[config.mk]
export PLATFORM = sky130hd
export DESIGN_NAME = mips_run_ctrl_flat
export DESIGN_NICKNAME = d
export VERILOG_FILES = /design/src/rtl/mips_run_ctrl_if.sv /design/src/rtl/mips_run_ctrl.sv /design/src/flat_wrapper.sv
export SDC_FILE = /design/constraint.sdc
export NUM_CORES = 1
export LEC_CHECK = 0
export CORE_MARGIN = 5
export CORE_UTILIZATION = 38
export DETAILED_ROUTE_END_ITERATION = 6
export PLACE_DENSITY_LB_ADDON = 0.08
export SLEW_MARGIN = 0
export SYNTH_ARGS = -nofsm -noshare
export SYNTH_HDL_FRONTEND = slang
export SYNTH_SLANG_ARGS = --single-unit
[constraint.sdc]
create_clock -name iCLK -period 2.8 [get_ports iCLK]
set_clock_uncertainty 0.15 [all_clocks]
set_input_delay 0.84 -clock iCLK [delete_from_list [all_inputs] [get_ports iCLK]]
set_output_delay 0.84 -clock iCLK [all_outputs]
set_load 0.05 [all_outputs]
[src/rtl/mips_run_ctrl_if.sv]
// Board-side control bus of the run/step/breakpoint sequencer.
// master = board top (switches, core PC); slave = mips_run_ctrl.
interface mips_run_ctrl_if;
  logic        iRun;
  logic        iStep;
  logic        iClrCount;
  logic [31:0] iPC;
  logic [31:0] iBkptAddr;
  logic        iBkptEn;
  logic        oCPUEn;
  logic [1:0]  oState;
  logic        oHalted;
  logic        oBkptHit;
  logic [31:0] oCycleCount;

  modport master (
    output iRun, iStep, iClrCount, iPC, iBkptAddr, iBkptEn,
    input  oCPUEn, oState, oHalted, oBkptHit, oCycleCount
  );

  modport slave (
    input  iRun, iStep, iClrCount, iPC, iBkptAddr, iBkptEn,
    output oCPUEn, oState, oHalted, oBkptHit, oCycleCount
  );
endinterface

[src/rtl/mips_run_ctrl.sv]
// Run/step/breakpoint sequencer producing the core-wide clock enable.
// Define MIPS_RUN_CTRL_BKPT_EN to build the PC breakpoint logic.
module mips_run_ctrl #(
  parameter int STEP_CYCLES = 1,
  parameter int SYNC_STAGES = 2
) (
  input  logic iCLK,
  input  logic iRST,
  mips_run_ctrl_if.slave bus
);

  typedef enum logic [1:0] {
    S_HALT  = 2'd0,
    S_RUN   = 2'd1,
    S_STEP  = 2'd2,
    S_BREAK = 2'd3
  } state_t;

  localparam int CW = (STEP_CYCLES > 1) ? $clog2(STEP_CYCLES) : 1;
  localparam logic [CW-1:0] STEP_LOAD = CW'(STEP_CYCLES - 1);

  logic [SYNC_STAGES-1:0] run_sync, step_sync, vld_pipe;
  logic                   run_s, step_s, step_prev, step_armed, step_edge;
  logic                   bkpt_match;
  state_t                 state_q, state_nx;
  logic [CW-1:0]          cnt_q, cnt_nx;
  logic                   halted_q, cpu_en;
  logic [31:0]            cycle_q;

  // vld_pipe marks when the synchronizer tail holds a real sample rather
  // than reset fill, so a button held through reset never looks released.
  always_ff @(posedge iCLK or posedge iRST) begin
    if (iRST) begin
      run_sync   <= '0;
      step_sync  <= '0;
      vld_pipe   <= '0;
      step_prev  <= 1'b0;
      step_armed <= 1'b0;
    end else begin
      run_sync  <= {run_sync[SYNC_STAGES-2:0], bus.iRun};
      step_sync <= {step_sync[SYNC_STAGES-2:0], bus.iStep};
      vld_pipe  <= {vld_pipe[SYNC_STAGES-2:0], 1'b1};
      step_prev <= step_s;
      if (vld_pipe[SYNC_STAGES-1] && !step_s)
        step_armed <= 1'b1;
    end
  end

  assign run_s     = run_sync[SYNC_STAGES-1];
  assign step_s    = step_sync[SYNC_STAGES-1];
  assign step_edge = step_armed && step_s && !step_prev;

`ifdef MIPS_RUN_CTRL_BKPT_EN
  assign bkpt_match = bus.iBkptEn && (bus.iPC == bus.iBkptAddr);
`else
  logic unused_bkpt;
  assign bkpt_match  = 1'b0;
  assign unused_bkpt = ^{bus.iPC, bus.iBkptAddr, bus.iBkptEn};
`endif

  always_ff @(posedge iCLK or posedge iRST) begin
    if (iRST) begin
      state_q  <= S_HALT;
      cnt_q    <= '0;
      halted_q <= 1'b1;
    end else begin
      state_q  <= state_nx;
      cnt_q    <= cnt_nx;
      halted_q <= (state_nx == S_HALT) || (state_nx == S_BREAK);
    end
  end

  // Step edges outside HALT/BREAK fall through unhandled, i.e. are dropped.
  always_comb begin
    state_nx = state_q;
    cnt_nx   = cnt_q;
    cpu_en   = 1'b0;
    case (state_q)
      S_HALT: begin
        if (run_s) begin
          state_nx = S_RUN;
        end else if (step_edge) begin
          state_nx = S_STEP;
          cnt_nx   = STEP_LOAD;
        end
      end
      S_RUN: begin
        cpu_en = !bkpt_match;
        if (!run_s)          state_nx = S_HALT;
        else if (bkpt_match) state_nx = S_BREAK;
      end
      S_STEP: begin
        cpu_en = 1'b1;
        if (cnt_q == '0) state_nx = S_HALT;
        else             cnt_nx   = cnt_q - CW'(1);
      end
      S_BREAK: begin
        if (!run_s) begin
          state_nx = S_HALT;
        end else if (step_edge) begin
          state_nx = S_STEP;
          cnt_nx   = STEP_LOAD;
        end
      end
      default: state_nx = S_HALT;
    endcase
  end

`ifdef MIPS_RUN_CTRL_BKPT_EN
  logic hit_q;
  always_ff @(posedge iCLK or posedge iRST) begin
    if (iRST) hit_q <= 1'b0;
    else      hit_q <= (state_q == S_RUN) && (state_nx == S_BREAK);
  end
  assign bus.oBkptHit = hit_q;
`else
  assign bus.oBkptHit = 1'b0;
`endif

  // Clear wins over the increment of the same cycle.
  always_ff @(posedge iCLK or posedge iRST) begin
    if (iRST)               cycle_q <= '0;
    else if (bus.iClrCount) cycle_q <= '0;
    else if (cpu_en)        cycle_q <= cycle_q + 32'd1;
  end

  assign bus.oCPUEn      = cpu_en;
  assign bus.oState      = state_q;
  assign bus.oHalted     = halted_q;
  assign bus.oCycleCount = cycle_q;

endmodule

[src/flat_wrapper.sv]
// flat-port wrapper written by rule: the top's interface ports become plain ports
module mips_run_ctrl_flat 
#(
  parameter int STEP_CYCLES = 1,
  parameter int SYNC_STAGES = 2
)
  (iCLK, iRST, bus_iRun, bus_iStep, bus_iClrCount, bus_iPC, bus_iBkptAddr, bus_iBkptEn, bus_oCPUEn, bus_oState, bus_oHalted, bus_oBkptHit, bus_oCycleCount);
  mips_run_ctrl_if bus_i ();
  input  logic iCLK;
  input  logic iRST;
  input wire logic [$bits(bus_i.iRun)-1:0] bus_iRun;
  input wire logic [$bits(bus_i.iStep)-1:0] bus_iStep;
  input wire logic [$bits(bus_i.iClrCount)-1:0] bus_iClrCount;
  input wire logic [$bits(bus_i.iPC)-1:0] bus_iPC;
  input wire logic [$bits(bus_i.iBkptAddr)-1:0] bus_iBkptAddr;
  input wire logic [$bits(bus_i.iBkptEn)-1:0] bus_iBkptEn;
  output wire logic [$bits(bus_i.oCPUEn)-1:0] bus_oCPUEn;
  output wire logic [$bits(bus_i.oState)-1:0] bus_oState;
  output wire logic [$bits(bus_i.oHalted)-1:0] bus_oHalted;
  output wire logic [$bits(bus_i.oBkptHit)-1:0] bus_oBkptHit;
  output wire logic [$bits(bus_i.oCycleCount)-1:0] bus_oCycleCount;
  assign bus_i.iRun = bus_iRun;
  assign bus_i.iStep = bus_iStep;
  assign bus_i.iClrCount = bus_iClrCount;
  assign bus_i.iPC = bus_iPC;
  assign bus_i.iBkptAddr = bus_iBkptAddr;
  assign bus_i.iBkptEn = bus_iBkptEn;
  assign bus_oCPUEn = bus_i.oCPUEn;
  assign bus_oState = bus_i.oState;
  assign bus_oHalted = bus_i.oHalted;
  assign bus_oBkptHit = bus_i.oBkptHit;
  assign bus_oCycleCount = bus_i.oCycleCount;
  mips_run_ctrl #(.STEP_CYCLES(STEP_CYCLES), .SYNC_STAGES(SYNC_STAGES)) u_core (.iCLK(iCLK), .iRST(iRST), .bus(bus_i));
endmodule
==> impl_metrics.tcl, run 1 <==
set metrics [dict create \
    die_h_um 85.15 \
    critPathKind "in -> reg" \
    synthArstFlopShare_pct 100.0 \
    rsz0062_at_grt "no" \
    die_area_um2 7250 \
    final_nets 339 \
    port_buffers 40 \
    multiInputGateArea_um2 962.2 \
    placed_cell_area_um2 2659 \
    final_cell_area_um2 2776 \
    startpoint "bus_iClrCount" \
    min_period_over_period_pct 95.72 \
    holdWs_ps 205.4 \
    grt_pass1_wl_mm 7.990 \
    place.gp.congestion 0.7690 \
    worstSetupEndpointType "flip-flop" \
    h-tree-depth 2 \
    syn_inst 223 \
    postRouteWirelength_mm 4.706 \
    fillers 526 \
    power_frac_comb_pct 26.3 \
    via_per_inst 5.251 \
    core_um2 5507 \
    leakage_nw 1.059 \
    drv_cap 0 \
    synth_top_cells_by_count "dfrtp_1, a21oi_1, nor2_1, inv_1, or4_1" \
    drive_above_1_share_pct 9.774 \
    synth_top_area_share_pct 48.98 \
    ant_nets 0 \
    internal-power_mw 1.102 \
    critical_path_arrival_ps 2710 \
    antenna_cells 0 \
    yosysWarningCount 0 \
    insertion_delay_ps 290 \
    rr_endpoint "u_core.bus.oCycleCount[31]$_DFFE_PP0P_" \
    max_freq_mhz 373.1 \
    cp_max_fo 11 \
    syn_nets 297 \
    synthToLayoutAreaGrowth_pct 29.39 \
    final-seq-area_um2 1080 \
    worst_pin_slew_ps 654.8 \
    start_kind "input pin" \
    dp_slack_ps -210.5 \
    syn-cell-area_um2 2146 \
    worstHoldPathType "reg -> reg" \
    row_count 27 \
    cts-root-buf "clkbuf_8" \
    clock_sinks 43 \
    cts_inserted_buffers 5 \
    clk_pin_slew_worst_paths_ps 80 \
    holdCritStartpoint "u_core.run_sync[0]$_DFF_PP0_" \
    io_pins 107 \
    hold_viol 0 \
    drtIter0Drc 63 \
    power_frac_seq_pct 42.8 \
    wl_per_cell_um 13.92 \
    post_cts_buffers 0 \
    finalMaxSlewViolations 0 \
    gr-usage-all-layers_pct 13.76 \
    hpwl_mm 3.248 \
    dr.pass1.iters 4 \
    p_switching_mw 0.5199 \
    p_sw_share_pct 32.05 \
    regToRegSetupSlack_ps 340 \
    clockBufferDepth 2 \
    reg2reg_depth 6 \
    grt_pass1_vias 1692 \
    synth-seq-area-share_pct 50.20 \
    clockPowerShare_pct 30.9 \
    ys_types 43 \
    gr-total-overflow 0 \
    cts_tree "yes" \
    synth_area_leader_cell "dfrtp_1" \
    layout_setup_ws_ps 119.9 \
    hold_buffers 0 \
    synth_area_per_cell_um2 9.622 \
    slew_headroom_pct 56.08 \
    initial_utilization_pct 38.97 \
    ir_drop_mv 0.3820 \
    period_minus_slack_ps 2680 \
    status "completed" \
    setup_viol 0 \
    hold_end "u_core.run_sync[1]$_DFF_PP0_" \
    min_path_cells 0 \
    vias 1775 \
    cts_resized 0 \
    fp.dieW_um 85.15 \
    drc 0 \
    grt_max_degree 37 \
    synth.most_common_cell "dfrtp_1" \
    r2r_start "u_core.bus.oState[0]$_DFF_PP0_" \
    powerDensity_nw_per_um2 584.3 \
    cp.required_ps 2830 \
    antenna_found_initial 0 \
    synth_flop_cell "dfrtp_1" \
    synth.area.top_cells "dfrtp_1, a21oi_1, or4_1" \
    synth-seq-cells 43 \
    synth_edf_count 0 \
]
==> power groups by stage <==
stage	combinational, mW	clock [mW]	sequential [mW]
after global routing	0.457	0.548	0.704
after CTS	0.429	0.526	0.697
after global placement	0.426	0	0.709
after floorplan	0.224	0	0.803
final	0.427	0.501	0.695
after detailed placement	0.429	0	0.708
==> metrics by stage <==
step | cells | utilization, % | setup TNS (ps) | power, mW
6_report | 338 | 50.42 | 0 | 1.622
5_1_grt | 338 | 50.42 | 0 | 1.709
4_1_cts | 338 | 50.42 | 0 | 1.652
3_5_place_dp | 330 | 48.28 | -921.0 | 1.137
3_3_place_gp | 330 | 48.28 | -894.0 | 1.135
2_1_floorplan | 223 | - | 0 | 1.027
==> logic make-up (layout without fill, tap and decap cells) <==
family | after synthesis | after routing | share of synthesized area (%)
flip-flops | 43 | 43 | 50.20
other | 2 | 2 | 0.3500
AO/OA/AOI/OAI | 53 | 53 | 15.10
multiplexers | 4 | 4 | 2.041
XOR/XNOR | 8 | 8 | 3.265
AND/OR/NAND/NOR | 81 | 81 | 21.17
adder cells (fa/ha/maj) | 4 | 4 | 2.332
buffers and inverters | 28 | 71 | 5.540
==> area by class of cell <==
type	count	area share, %
clock buffer	6	2.974
clock inverter	2	1.262
inverter	15	2.028
multi-input combinational	152	34.66
sequential	43	38.89
tap	72	3.245
timing repair buffer	48	16.94
==> registers in the layout, summed over array words and instances, names as in the netlist <==
register / count
u_core.bus.oState: 2
u_core.bus.oCycleCount: 32
u_core.bus.oHalted: 1
u_core.step_armed: 1
u_core.vld_pipe: 2
u_core.step_sync: 2
u_core.run_sync: 2
u_core.step_prev: 1
==> cells in the final DEF (no fill, tap or decap), types with 2 or more instances in the layout <==
cell type / Yosys / layout
conb_1: 2 / 2
nand4_1: 5 / 5
nand2_1: 10 / 10
or3_1: 6 / 6
nor2b_1: 2 / 2
or2_2: 2 / 2
a21oi_1: 23 / 23
clkdlybuf4s50_1: 0 / 39
dfrtp_2: 0 / 2
inv_1: 15 / 14
o31ai_1: 14 / 14
clkbuf_8: 0 / 6
o21ai_0: 7 / 7
nor4_1: 5 / 5
dfrtp_1: 42 / 40
o22ai_1: 2 / 2
mux2_1: 2 / 2
ha_1: 4 / 3
nand3_1: 7 / 7
xnor2_1: 7 / 7
buf_4: 1 / 8
and2_1: 2 / 2
nor2_1: 18 / 18
or4_1: 15 / 15
nand3b_1: 2 / 2
nor3_1: 2 / 2
==> critical path: stages <==
cell and delay [ps]:
clkdlybuf4s50_1 500, o211ai_1 130, or3_1 560, nor4_1 330, mux2_1 360
==> per-layer routing <==
metal	vias up	routed length, µm	GRT usage [%]
li1	886	-	-
met1	843	2197	17.04
met2	42	2166	22.81
met3	4	268	4.078
met4	0	74	4.748
met5	-	0	0
==> worst max-delay path by stage <==
stage	endpoint	slack [ps]	cells after the start
finish	u_core.bus.oCycleCount[31]$_DFFE_PP0P_	120	5
global route	u_core.bus.oCycleCount[31]$_DFFE_PP0P_	60	5
CTS	u_core.bus.oCycleCount[31]$_DFFE_PP0P_	110	5
detailed placement	u_core.bus.oCycleCount[31]$_DFFE_PP0P_	-210	5
global placement	u_core.bus.oCycleCount[31]$_DFFE_PP0P_	-190	5
floorplan	u_core.bus.oCycleCount[31]$_DFFE_PP0P_	0.4	8
(Power assumes the default switching activity.)
==> inputs of run 2 (changes only) <==
--- a/config.mk
+++ b/config.mk
@@ -8,7 +8,7 @@
 export CORE_MARGIN = 5
 export CORE_UTILIZATION = 38
 export DETAILED_ROUTE_END_ITERATION = 6
-export PLACE_DENSITY_LB_ADDON = 0.08
+export PLACE_DENSITY = 0.76
 export SLEW_MARGIN = 0
 export SYNTH_ARGS = -nofsm -noshare
 export SYNTH_HDL_FRONTEND = slang
==> run 2 against run 1 <==
Power shrank 1.3%. Non-clock buffer count grew 1. Utilization shrank 0.18 points. Largest cell class unchanged. Clock power shrank 4.6%. Via count grew 2.0%. Critical path depth is the same. Hold slack is essentially flat. Combinational power is essentially flat. Maximum frequency grew 1.9%. Final area shrank 0.36%.
==> impl_metrics.tcl, run 2 (synthesis gave the netlist of run 1 again) <==
set metrics [dict create \
    reg2reg_depth 6 \
    insertion_delay_ps 300 \
    hold_buffers 0 \
    min_period_over_period_pct 93.90 \
    post_cts_buffers 0 \
    rsz0062_at_grt "no" \
    cp_max_fo 8 \
    stdcell_count 339 \
    ant_nets 0 \
    multiInputGateArea_um2 962.2 \
    cts_resized 0 \
    antenna_cells 0 \
    layout_setup_ws_ps 170.7 \
    dr.pass1.iters 4 \
    fillers 502 \
    row_count 27 \
    postRouteWirelength_mm 4.663 \
    finalMaxSlewViolations 0 \
    max_stage_delay_ps 520 \
    port_buffers 40 \
    holdCritStartpoint "u_core.step_sync[0]$_DFF_PP0_" \
    drive_above_1_share_pct 10.11 \
    r2r_start "u_core.bus.oState[0]$_DFF_PP0_" \
    powerDensity_nw_per_um2 578.7 \
    crit_path_cell_trace "clkdlybuf4s50_1 -> o211ai_1 -> or3_1 -> nor4_1 -> mux2_1" \
    die_area_um2 7250 \
    initial_utilization_pct 38.97 \
    drv_cap 0 \
    worst_pin_slew_ps 565.8 \
    worstSetupEndpointType "flip-flop" \
    gr-total-overflow 0 \
    clk_pin_slew_worst_paths_ps 80 \
    slew_headroom_pct 61.93 \
    grt_max_degree 44 \
    wl_per_cell_um 13.76 \
    critPathKind "in -> reg" \
    dp_slack_ps -173.0 \
    synthToLayoutAreaGrowth_pct 28.92 \
    cts_inserted_buffers 5 \
    via_per_inst 5.339 \
    final_cell_area_um2 2766 \
    core_um2 5507 \
    cts-root-buf "clkbuf_8" \
    final-seq-area_um2 1080 \
    drtIter0Drc 82 \
    final_cell_mix "dfrtp_1, clkdlybuf4s50_1, a21oi_1" \
    status "completed" \
    hold_viol 0 \
    placed_cell_area_um2 2654 \
    vias 1810 \
    layout_commonest_cell "dfrtp_1" \
    largest_reg_flops 32 \
    io_pins 107 \
    max_freq_mhz 380.3 \
    setup_viol 0 \
    worstHoldPathType "reg -> reg" \
    dp_cells 331 \
    critical_path_arrival_ps 2660 \
    ir_drop_mv 0.3777 \
    hpwl_mm 3.237 \
    final_core_util_pct 50.24 \
    antenna_found_initial 0 \
    leakage_nw 1.059 \
    clock_sinks 43 \
    holdWs_ps 205.3 \
    grt_pass1_vias 1721 \
    h-tree-depth 2 \
    grt_pass1_wl_mm 7.990 \
    gr-usage-all-layers_pct 13.49 \
    p_total_mw 1.601 \
    drc 0 \
    period_minus_slack_ps 2629 \
    start_kind "input pin" \
    tns_ps 0 \
    die_h_um 85.15 \
    fp.dieW_um 85.15 \
    cts_tree "yes" \
    final_nets 340 \
    cp.required_ps 2830 \
    critPathSlowestCell "or3_1" \
    clockBufferDepth 2 \
    place.gp.congestion 0.7825 \
    min_path_cells 0 \
    startpoint "bus_iClrCount" \
]
run 2: cell count changes in the layout (fill, tap and decap cells not counted):
| cell | change |
|---|---|
| inv_1 | +1 |
| buf_4 | +2 |
| buf_12 | -1 |
| clkbuf_8 | -1 |
| clkinv_4 | +1 |
| clkinv_1 | -1 |
run 2: final timing paths:
| check | to | slack [ps] |
|---|---|---|
| min | u_core.step_sync[1]$_DFF_PP0_ | 210 |
| min reg2reg | u_core.step_sync[1]$_DFF_PP0_ | 210 |
| max in group asynchronous | u_core.bus.oState[1]$_DFF_PP0_ | 1260 |
| min in group asynchronous | u_core.step_prev$_DFF_PP0_ | 830 |
| max | u_core.bus.oCycleCount[31]$_DFFE_PP0P_ | 170 |
| max reg2reg | u_core.bus.oCycleCount[31]$_DFFE_PP0P_ | 370 |
run 2: final cells by class:
cell class / instances / share of cell area [%]
multi-input combinational: 152 / 34.78
tap: 72 / 3.256
timing repair buffer: 49 / 16.82
sequential: 43 / 39.03
clock inverter: 3 / 1.583
inverter: 15 / 2.035
clock buffer: 5 / 2.488
run 2: critical path, delay by kind of cell:
family	cells	cell delay [ps]
compound gates	1	130
buf+inv	1	490
simple gates	2	840
mux	1	360
run 2: per-layer routing:
metal  track usage (%)  routed length [µm]  up-vias
met3             3.592                 181        8
li1                  -                   -      893
met5                 0                   0        -
met2             21.19                2197       29
met1             18.23                2231      880
met4             4.029                  53        0
run 2: power by group:
part           switching (mW)  total (mW)  internal (mW)
registers              0.0359       0.697          0.661
logic                   0.274       0.426          0.151
clock network           0.213       0.478          0.265
total                   0.523        1.60           1.08
